`src/rtl/sdram_arb_pkg.sv`:
```
// Shared constants and helpers for the SDRAM port arbiter.
package sdram_arb_pkg;

  localparam int NPORTS = 3;
  localparam int ADDR_W = 25;
  localparam int DATA_W = 8;

  // Grant encoding: a port index, or GNT_NONE for an idle (refresh) slot.
  typedef logic [1:0] gnt_t;

  localparam gnt_t P_CPU    = 2'd0;
  localparam gnt_t P_LOAD   = 2'd1;
  localparam gnt_t P_TAPE   = 2'd2;
  localparam gnt_t GNT_NONE = 2'd3;

  // One-hot acknowledge vector for a grant; idle maps to no bits set.
  function automatic logic [NPORTS-1:0] gnt_onehot(input gnt_t g);
    logic [NPORTS-1:0] v;
    case (g)
      P_CPU:   v = 3'b001;
      P_LOAD:  v = 3'b010;
      P_TAPE:  v = 3'b100;
      default: v = 3'b000;
    endcase
    return v;
  endfunction

endpackage

```
`src/rtl/sdram_slot_timer.sv`:
```
// Slot timing: detects clkref rising edges and counts the phase within a slot.
module sdram_slot_timer (
  input  logic       clk,
  input  logic       init,
  input  logic       clkref,
  output logic       boundary,
  output logic [2:0] ph
);

  logic       clkref_d_r;
  logic [2:0] ph_r;

  // The boundary is the cycle in which the rising edge of clkref is seen.
  assign boundary = clkref & ~clkref_d_r;
  assign ph       = ph_r;

  // Edge-detect register and phase counter that parks at 7 if clkref stops.
  always_ff @(posedge clk) begin
    if (init) begin
      clkref_d_r <= 1'b0;
      ph_r       <= 3'd7;
    end else begin
      clkref_d_r <= clkref;
      if (boundary) begin
        ph_r <= 3'd0;
      end else if (ph_r != 3'd7) begin
        ph_r <= ph_r + 3'd1;
      end else begin
        ph_r <= ph_r;
      end
    end
  end

endmodule

```
`src/rtl/sdram_arbiter.sv`:
```
// Three-way arbiter for the SDRAM access port: one access per clkref slot,
// CPU priority with starvation relief for loader/tape, and guaranteed idle
// slots so the controller can auto-refresh.
module sdram_arbiter
  import sdram_arb_pkg::*;
#(
  parameter int CAPTURE_PHASE = 6,
  parameter int STARVE_LIMIT  = 4,
  parameter int REFRESH_SLOTS = 64
) (
  input  logic                     clk,
  input  logic                     init,
  input  logic                     clkref,
  input  logic [NPORTS-1:0]        req,
  input  logic [NPORTS-1:0]        wr,
  input  logic [NPORTS*ADDR_W-1:0] addr,
  input  logic [NPORTS*DATA_W-1:0] din,
  output logic [DATA_W-1:0]        dout,
  output logic [NPORTS-1:0]        ack,
  output logic [ADDR_W-1:0]        ram_addr,
  output logic [DATA_W-1:0]        ram_din,
  input  logic [DATA_W-1:0]        ram_dout,
  output logic                     ram_oe,
  output logic                     ram_we
);

  localparam int RW = (REFRESH_SLOTS > 1) ? $clog2(REFRESH_SLOTS) : 1;
  localparam int SW = $clog2(STARVE_LIMIT + 1);
  localparam logic [RW-1:0] REFRESH_MAX = RW'(REFRESH_SLOTS - 1);
  localparam logic [SW-1:0] STARVE_MAX  = SW'(STARVE_LIMIT);
  localparam logic [2:0]    CAP_PH      = 3'(CAPTURE_PHASE);

  logic              boundary_s;
  logic [2:0]        ph_s;
  logic              lower_req_s;
  gnt_t              lower_pick_s;
  gnt_t              next_gnt_s;
  logic [ADDR_W-1:0] sel_addr_s;
  logic [DATA_W-1:0] sel_din_s;
  logic              sel_wr_s;

  gnt_t              gnt_r;
  logic [RW-1:0]     refresh_cnt_r;
  logic [SW-1:0]     starve_r;
  logic              rr_ptr_r;  // 0: loader preferred, 1: tape preferred

  sdram_slot_timer u_timer (
    .clk      (clk),
    .init     (init),
    .clkref   (clkref),
    .boundary (boundary_s),
    .ph       (ph_s)
  );

  assign lower_req_s = |req[2:1];

  // Round-robin choice between loader and tape.
  always_comb begin
    lower_pick_s = P_LOAD;
    if (req[1] && req[2]) begin
      lower_pick_s = rr_ptr_r ? P_TAPE : P_LOAD;
    end else if (req[2]) begin
      lower_pick_s = P_TAPE;
    end else begin
      lower_pick_s = P_LOAD;
    end
  end

  // Grant decision for the coming slot, highest priority first.
  always_comb begin
    next_gnt_s = GNT_NONE;
    if (refresh_cnt_r == REFRESH_MAX) begin
      next_gnt_s = GNT_NONE;
    end else if ((starve_r == STARVE_MAX) && lower_req_s) begin
      next_gnt_s = lower_pick_s;
    end else if (req[0]) begin
      next_gnt_s = P_CPU;
    end else if (lower_req_s) begin
      next_gnt_s = lower_pick_s;
    end else begin
      next_gnt_s = GNT_NONE;
    end
  end

  // Route the chosen requester's address, data and direction.
  always_comb begin
    sel_addr_s = {ADDR_W{1'b0}};
    sel_din_s  = {DATA_W{1'b0}};
    sel_wr_s   = 1'b0;
    case (next_gnt_s)
      P_CPU: begin
        sel_addr_s = addr[ADDR_W-1:0];
        sel_din_s  = din[DATA_W-1:0];
        sel_wr_s   = wr[0];
      end
      P_LOAD: begin
        sel_addr_s = addr[2*ADDR_W-1:ADDR_W];
        sel_din_s  = din[2*DATA_W-1:DATA_W];
        sel_wr_s   = wr[1];
      end
      P_TAPE: begin
        sel_addr_s = addr[3*ADDR_W-1:2*ADDR_W];
        sel_din_s  = din[3*DATA_W-1:2*DATA_W];
        sel_wr_s   = wr[2];
      end
      default: begin
        sel_addr_s = {ADDR_W{1'b0}};
        sel_din_s  = {DATA_W{1'b0}};
        sel_wr_s   = 1'b0;
      end
    endcase
  end

  // Slot registers, fairness counters, read capture and acknowledge pulse.
  always_ff @(posedge clk) begin
    if (init) begin
      gnt_r         <= GNT_NONE;
      ram_addr      <= {ADDR_W{1'b0}};
      ram_din       <= {DATA_W{1'b0}};
      ram_oe        <= 1'b0;
      ram_we        <= 1'b0;
      dout          <= {DATA_W{1'b0}};
      ack           <= 3'b000;
      refresh_cnt_r <= {RW{1'b0}};
      starve_r      <= {SW{1'b0}};
      rr_ptr_r      <= 1'b0;
    end else begin
      ack <= 3'b000;

      if (boundary_s) begin
        gnt_r <= next_gnt_s;
        if (next_gnt_s != GNT_NONE) begin
          ram_addr      <= sel_addr_s;
          ram_din       <= sel_din_s;
          ram_oe        <= ~sel_wr_s;
          ram_we        <= sel_wr_s;
          refresh_cnt_r <= refresh_cnt_r + {{(RW-1){1'b0}}, 1'b1};
        end else begin
          // Idle slot: address/data hold, controller is free to refresh.
          ram_oe        <= 1'b0;
          ram_we        <= 1'b0;
          refresh_cnt_r <= {RW{1'b0}};
        end

        if (!lower_req_s) begin
          starve_r <= {SW{1'b0}};
        end else if (next_gnt_s == P_CPU) begin
          if (starve_r != STARVE_MAX) begin
            starve_r <= starve_r + {{(SW-1){1'b0}}, 1'b1};
          end
        end else if ((next_gnt_s == P_LOAD) || (next_gnt_s == P_TAPE)) begin
          starve_r <= {SW{1'b0}};
        end

        if (next_gnt_s == P_LOAD) begin
          rr_ptr_r <= 1'b1;
        end else if (next_gnt_s == P_TAPE) begin
          rr_ptr_r <= 1'b0;
        end
      end

      // Completion fires once per slot because ph passes CAP_PH only once.
      if ((ph_s == CAP_PH) && (gnt_r != GNT_NONE)) begin
        ack <= gnt_onehot(gnt_r);
        if (ram_oe) begin
          dout <= ram_dout;
        end
      end
    end
  end

endmodule

```
`config.mk`:
```
export PLATFORM = sky130hd
export DESIGN_NAME = sdram_arbiter
export DESIGN_NICKNAME = d
export VERILOG_FILES = /design/src/rtl/sdram_arb_pkg.sv /design/src/rtl/sdram_slot_timer.sv /design/src/rtl/sdram_arbiter.sv
export SDC_FILE = /design/constraint.sdc
export NUM_CORES = 1
export LEC_CHECK = 0
export CORE_AREA = 2 2 94 96
export CTS_CLUSTER_SIZE = 10
export DETAILED_ROUTE_END_ITERATION = 7
export DIE_AREA = 0 0 96 98
export PLACE_DENSITY = 0.76
export SYNTH_ARGS = -nofsm -noshare
export SYNTH_HDL_FRONTEND = slang
export SYNTH_SLANG_ARGS = --single-unit
```
`constraint.sdc`:
```
create_clock -name clk -period 2.85 [get_ports clk]
set_clock_uncertainty 0.15 [all_clocks]
set_input_delay 0.285 -clock clk [delete_from_list [all_inputs] [get_ports clk]]
set_output_delay 0.285 -clock clk [all_outputs]
set_load 0.005 [all_outputs]
```
==> qor.csv, run 1 <==
metric;value;unit
outcome;completed;
path_common_cell;and3_1;
layout.nets;595;
syn_nets;436;
area_delta_synth_final;69.2;%
hold_viol;0;
syn_inst;310;
synth.most_common_cell;dfxtp_1;
grt_first_pass_wirelength;13800;µm
grtUsageMet1;19.8;%
powerDensity;454;nW/µm²
clk_pin_slew;0.06;ns
place_congestion;0.824;
synth_top_cell_by_area;dfxtp_1;
routed_wl;9140;µm
coreArea;8470;µm²
vdd_ir_drop_max;0.000259;V
setup_viol;0;
ys_types;40;
busiest_layer;met2;
met2_usage;33.0;%
grt_usage;18.8;%
r2r-end;refresh_cnt_r[5];
cts_root_buf;clkbuf_8;
chipWidth;96;µm
ys_seq_elements;62;
power.share.clock;29.0;%
power;2190;µW
num_rows;34;
cts_max_level;3;
overflow;0;
cp.arrival;2.82;ns
cts_max_path_buffers;2;
antenna_cells;0;
rr_worst_depth;8;
cp_max_fo;4;
die_height;98;µm
vias_per_cell;5.49;
yosys.area.top_type_share;43.6;%
post-route-period-util;95.4;%
hp-start;dout[6];
drive_above_1_share;8.05;%
criticalPathCategory;flop to flop;
ant_nets;0;
design_area;4810;µm²
antenna_found_initial;0;
numClockSinks;62;
reg2reg_slack;0.13;ns
ioPinCount;162;
tritoncts;yes;
crit_slowest_cell;or4_1;
cts_inserted_buffers;9;
drtPass1Iterations;8;
num_vias;3183;
die-area;9410;µm²
fmax;0.368;GHz
timing.rr.start;refresh_cnt_r[1];
synth_edf_count;0;
max-cap-violations;0;
routedWlPerCell;15.8;µm
regArea;1240;µm²
ys_seq_area_share;43.6;%
synth_area;2840;µm²
min_to;dout[6];
max_slew_margin;42.5;%
cp.required;2.95;ns
ys.flop_type;dfxtp_1;
p_switching;575;µW
avgSynthCellArea;9.17;µm²
path_cells;ha_2, and3_1, and3_1, or2_2, ha_1, or3b_4, or4_1, a31oi_1;
ys_top_cells_by_area;dfxtp_1 (44%), a222oi_1 (12%), a211oi_1 (8.7%);
hpwlAfterDp;6810;µm
yosysWarningCount;0;
p_seq_share;44.4;%
period_needed;2.72;ns
netSwitchingFraction;26.3;%
p_int;1610;µW
grt_max_degree;47;
postSynth.asyncResetShare;0;%
place_area;4600;µm²
clkLatencyLatePin;0.33;ns
p_leak;0.00173;µW
port_buffers;161;
hp-class;flop to flop;
met3_usage;6.87;%
drtIter0Drc;236;
route.detailed.drc;0;
tightest_slew;0.863;ns
drv_slew;0;
p_comb_share;26.6;%
slowest_delay;0.50;ns
synth_common_cells;dfxtp_1 (62), nor2_1 (39), a222oi_1 (34);
worstSetupStartpointType;flop;
grt_pass1_vias;3045;
start_util;33.6;%
multi_input_area;1490;µm²
cp-end-kind;flop;
cts_hold_buffers;0;
hold_path_depth;2;
fill_cells;763;
## cells by family (layout without fill, tap and decap cells)
| kind of cell | count (synthesis) | count (layout) | synth area share (%) |
|---|---|---|---|
| xor gates and xnor gates | 1 | 1 | 0.308 |
| adders and majority gates | 10 | 10 | 4.40 |
| and+or+nand+nor | 87 | 87 | 15.5 |
| muxes | 3 | 3 | 1.06 |
| AOI/OAI and AO/OA | 112 | 112 | 30.4 |
| buffers and inverters | 35 | 197 | 4.62 |
| DFF | 62 | 62 | 43.6 |
## layer usage
layer / wire, µm / part of all wire, % / vias up
li1: - / - / 1530
met1: 3450 / 38 / 1493
met2: 4630 / 51 / 138
met3: 792 / 8.7 / 22
met4: 269 / 2.9 / 0
met5: 0 / 0 / -
## worst max path at each step
stage | start | end | slack (ns) | cells past startpoint
after floorplan | refresh_cnt_r[0] | refresh_cnt_r[5] | 0.09 | 8
after global placement | req[1] | refresh_cnt_r[5] | 0.04 | 8
after detailed placement | req[1] | refresh_cnt_r[5] | -0.02 | 8
after CTS | refresh_cnt_r[0] | refresh_cnt_r[5] | 0.01 | 8
after global routing | refresh_cnt_r[1] | ram_din[2] | -0.01 | 11
final | refresh_cnt_r[1] | refresh_cnt_r[5] | 0.13 | 8
## power groups by stage
stage / combinational (µW) / sequential, µW / clock, µW
2_1_floorplan: 235 / 987 / 0
3_3_place_gp: 558 / 985 / 0
3_5_place_dp: 565 / 990 / 0
4_1_cts: 569 / 971 / 664
5_1_grt: 633 / 978 / 705
6_report: 580 / 971 / 634
## critical path: cells and delay by family, from the launching register on
kind            cells  cell delay (ns)
flops               1             0.34
compound gates      1             0.13
simple gates        5             1.60
fa+ha+maj           2             0.41
## layout by cell type (no fill, tap or decap), types with 2 or more instances in the layout
| master | netlist | layout |
|---|---|---|
| dfxtp_1 | 62 | 61 |
| mux2i_1 | 3 | 3 |
| or2_2 | 3 | 3 |
| buf_12 | 0 | 2 |
| clkdlybuf4s50_1 | 0 | 160 |
| clkinv_2 | 0 | 2 |
| clkbuf_1 | 27 | 2 |
| nor2b_1 | 5 | 5 |
| o32a_1 | 2 | 2 |
| a31oi_1 | 3 | 3 |
| a311o_1 | 2 | 2 |
| a21o_1 | 2 | 2 |
| nor2_1 | 39 | 39 |
| clkbuf_8 | 0 | 10 |
| o21ai_0 | 15 | 15 |
| nand3_1 | 12 | 12 |
| ha_1 | 10 | 9 |
| buf_4 | 0 | 13 |
| a222oi_1 | 34 | 34 |
| a21oi_1 | 13 | 13 |
| nor4b_1 | 3 | 3 |
| a211oi_1 | 33 | 32 |
| nand2b_1 | 2 | 2 |
| nand3b_1 | 4 | 4 |
| a22oi_1 | 2 | 2 |
| nand2_1 | 7 | 7 |
| inv_1 | 6 | 6 |
| and3_1 | 3 | 3 |
## sequential cells by signal (all words and copies together) (netlist names)
name	cells
refresh_cnt_r	6
starve_r	3
ack	3
ram_we	1
rr_ptr_r	1
gnt_r	2
ram_oe	1
ram_addr	25
u_timer.ph	3
dout	8
ram_din	8
u_timer.clkref_d_r	1
## layout make-up
type	count	area share, %
multi-input combinational	213	30.9
inverter	6	0.468
timing repair buffer	177	36.8
sequential	62	25.8
tap	108	2.81
clock buffer	12	3.02
clock inverter	2	0.208
## stage by stage
step                      util, %  instances  setup TNS [ns]  hold WS (ns)  worst slack (ns)
after detailed placement     54.3        562         -0.0196         0.317           -0.0196
after CTS                    56.1        576               0         0.326            0.0132
after global placement       54.3        562               0         0.310            0.0416
final                        56.8        580               0         0.324             0.132
after floorplan                 -        310               0         0.263            0.0871
after global routing         56.8        580         -0.0145         0.349           -0.0145
## repair_timing
action                     4_1_cts  5_1_grt
setup buffers                    0        3
setup endpoints to repair        0       32
resized for setup                0        4
(Power assumes the default switching activity.)
==> inputs of run 2 (changes only) <==
Settings changed: CORE_AREA 2 2 94 96 to 2 2 88 90, DIE_AREA 0 0 96 98 to 0 0 90 92, PLACE_DENSITY 0.76 to 0.82.
Clock period 2.85 ns to 3.36 ns, I/O delays scaled along.
==> run 2 against run 1 <==
The flow now finishes with violations (design-rule violations). Worst setup slack better by 0.22 ns. Largest power group unchanged. Die area fell by 12%. Highest routed layer unchanged. Final cell count fell by 2.2%. First-iteration DRC count fell by 3.8%. Sequential share of layout area rose by 0.58 points. Cell area down 2.3%. Clock power is 13% lower. Clock-buffer cell count grew 3. Sequential power shrank 15%. Fmax fell by 9.7%.
==> qor.csv, run 2 (synthesis gave the netlist of run 1 again) <==
metric;value;unit;change
hold_slack;0.328;ns;+0.00443 ns
crit_slowest_cell;or4_1;;
cp_max_fo;7;;+3
tightest_slew;0.678;ns;-0.185 ns
place_congestion;0.766;;-7.0%
setup_ws;0.349;ns;+0.217 ns
fmax;0.332;GHz;-9.7%
max_slew_margin;54.8;%;+12 points
cts_max_level;3;;unchanged
ioPinCount;162;;unchanged
cts_root_buf;clkbuf_8;;
violations;design-rule violations;;
slowest_delay;0.52;ns;+0.02 ns
fin_tns_setup;0;ns;unchanged
dpl_worst_slack;0.214;ns;+0.234 ns
start_util;38.2;%;+4.6 points
antenna_cells;0;;unchanged
top_regs;ram_addr: 25 flops, dout: 8 flops, ram_din: 8 flops;;
post-route-period-util;89.6;%;-5.8 points
min_to;dout[1];;
design_area;4700;µm²;-2.3%
grt_first_pass_wirelength;14200;µm;+2.6%
cp.required;3.46;ns;+0.51 ns
cts_hold_buffers;0;;unchanged
worstSetupStartpointType;flop;;
powerDensity;393;nW/µm²;-14%
hp-class;flop to flop;;
criticalPathCategory;flop to flop;;
cp.arrival;3.11;ns;+0.29 ns
dpl.cell_count;551;;-2.0%
outcome;complete, but fails checks;;
die-area;8280;µm²;-12%
layout.cells.most_common;clkdlybuf4s50_1;;
num_vias;3142;;-1.3%
cts_max_path_buffers;2;;unchanged
coreArea;7450;µm²;-12%
hold_path_depth;2;;unchanged
period_needed;3.01;ns;+0.293 ns
fill_cells;652;;-15%
port_buffers;161;;unchanged
routedWlPerCell;15.9;µm;+1.2%
layout.nets;586;;-1.5%
vias_per_cell;5.54;;+0.98%
ant_nets;0;;unchanged
grt_pass1_vias;3017;;-0.92%
cp-end-kind;flop;;
hp-start;dout[1];;
tritoncts;yes;;
grtUsageMet1;24.2;%;+4.3 points
met2_usage;36.7;%;+3.8 points
num_rows;32;;-5.9%
rsz0062_at_grt;false;;
area_delta_synth_final;65.3;%;
largest_reg_flops;25;;unchanged
drv_slew;0;;unchanged
post_cts_buffers;0;;unchanged
p_leak;0.00167;µW;-3.2%
r2r-end;refresh_cnt_r[5];;
hpwlAfterDp;6800;µm;-0.18%
busiest_layer;met2;;
routed_wl;9040;µm;-1.1%
grt_max_degree;69;;+47%
cts_resized;0;;unchanged
rr_worst_depth;8;;unchanged
regMostFlops;ram_addr;;
chipWidth;90;µm;-6.3%
met3_usage;6.57;%;-0.29 points
setup_viol;0;;unchanged
place_area;4540;µm²;-1.3%
reg2reg_slack;0.35;ns;+0.22 ns
drtIter0Drc;227;;-3.8%
path_cells;ha_1, and3_1, and3_1, or2_2, ha_1, or3b_1, or4_1, a31oi_1;;
numClockSinks;62;;unchanged
mostFrequentLayoutCells;clkdlybuf4s50_1 (160), dfxtp_1 (62), nor2_1 (39), a222oi_1 (34), a211oi_1 (33);;
max-cap-violations;0;;unchanged
hold_viol;0;;unchanged
drtPass1Iterations;8;;unchanged
vdd_ir_drop_max;0.000261;V;+0.75%
drive_above_1_share;5.16;%;-2.9 points
clk_pin_slew;0.06;ns;about the same
instances_no_fill;567;;-2.2%
overflow;0;;unchanged
route.detailed.drc;4;;+4
cts_inserted_buffers;9;;unchanged
timing.rr.start;refresh_cnt_r[0];;
antenna_found_initial;0;;unchanged
die_height;92;µm;-6.1%
clkLatencyLatePin;0.33;ns;about the same
grt_usage;21.1;%;+2.3 points
[run 2: where the power goes]
group          switching [µW]  leakage, µW  internal [µW]
registers                35.8     0.000509            788
logic                     185      0.00108            284
clock network             264    0.0000817            289
[run 2: final cells by class]
cell class | count | area, µm² | share of cell area [%]
Timing Repair Buffer | 168 | 1670 | 35.6
Multi-Input combinational cell | 213 | 1480 | 31.4
Sequential cell | 62 | 1240 | 26.4
Clock buffer | 15 | 156 | 3.33
Tap cell | 102 | 128 | 2.71
Inverter | 6 | 22.5 | 0.479
Clock inverter | 1 | 5.00 | 0.106
[run 2: per-layer routing]
metal  vias up  part of all wire, %
met5         -                    0
met4         0                  1.5
met3        12                  9.0
met2       149                   51
met1      1457                   39
li1       1524                    -
[run 2: how the worst max path moves through the flow]
stage / start / endpoint / slack [ns] / cells after the start
5_1_grt: starve_r[1] / ram_din[6] / 0.27 / 9
3_3_place_gp: req[1] / ram_addr[0] / 0.35 / 8
2_1_floorplan: refresh_cnt_r[0] / refresh_cnt_r[5] / 0.60 / 8
4_1_cts: refresh_cnt_r[0] / refresh_cnt_r[5] / 0.36 / 8
6_report: refresh_cnt_r[0] / refresh_cnt_r[5] / 0.35 / 8
3_5_place_dp: req[1] / ram_addr[2] / 0.21 / 8
[run 2: through the flow]
stage	utilization, %	power [µW]
CTS	63.1	1870
global route	63.1	1940
global placement	61.0	1300
floorplan	-	1040
finish	63.1	1850
detailed placement	61.0	1310
[run 2: critical path: cells and delay by family, from the launching register on]
kind | cells | cell delay [ns]
compound gates | 1 | 0.16
flops | 1 | 0.35
simple gates | 5 | 1.72
fa+ha+maj | 2 | 0.55
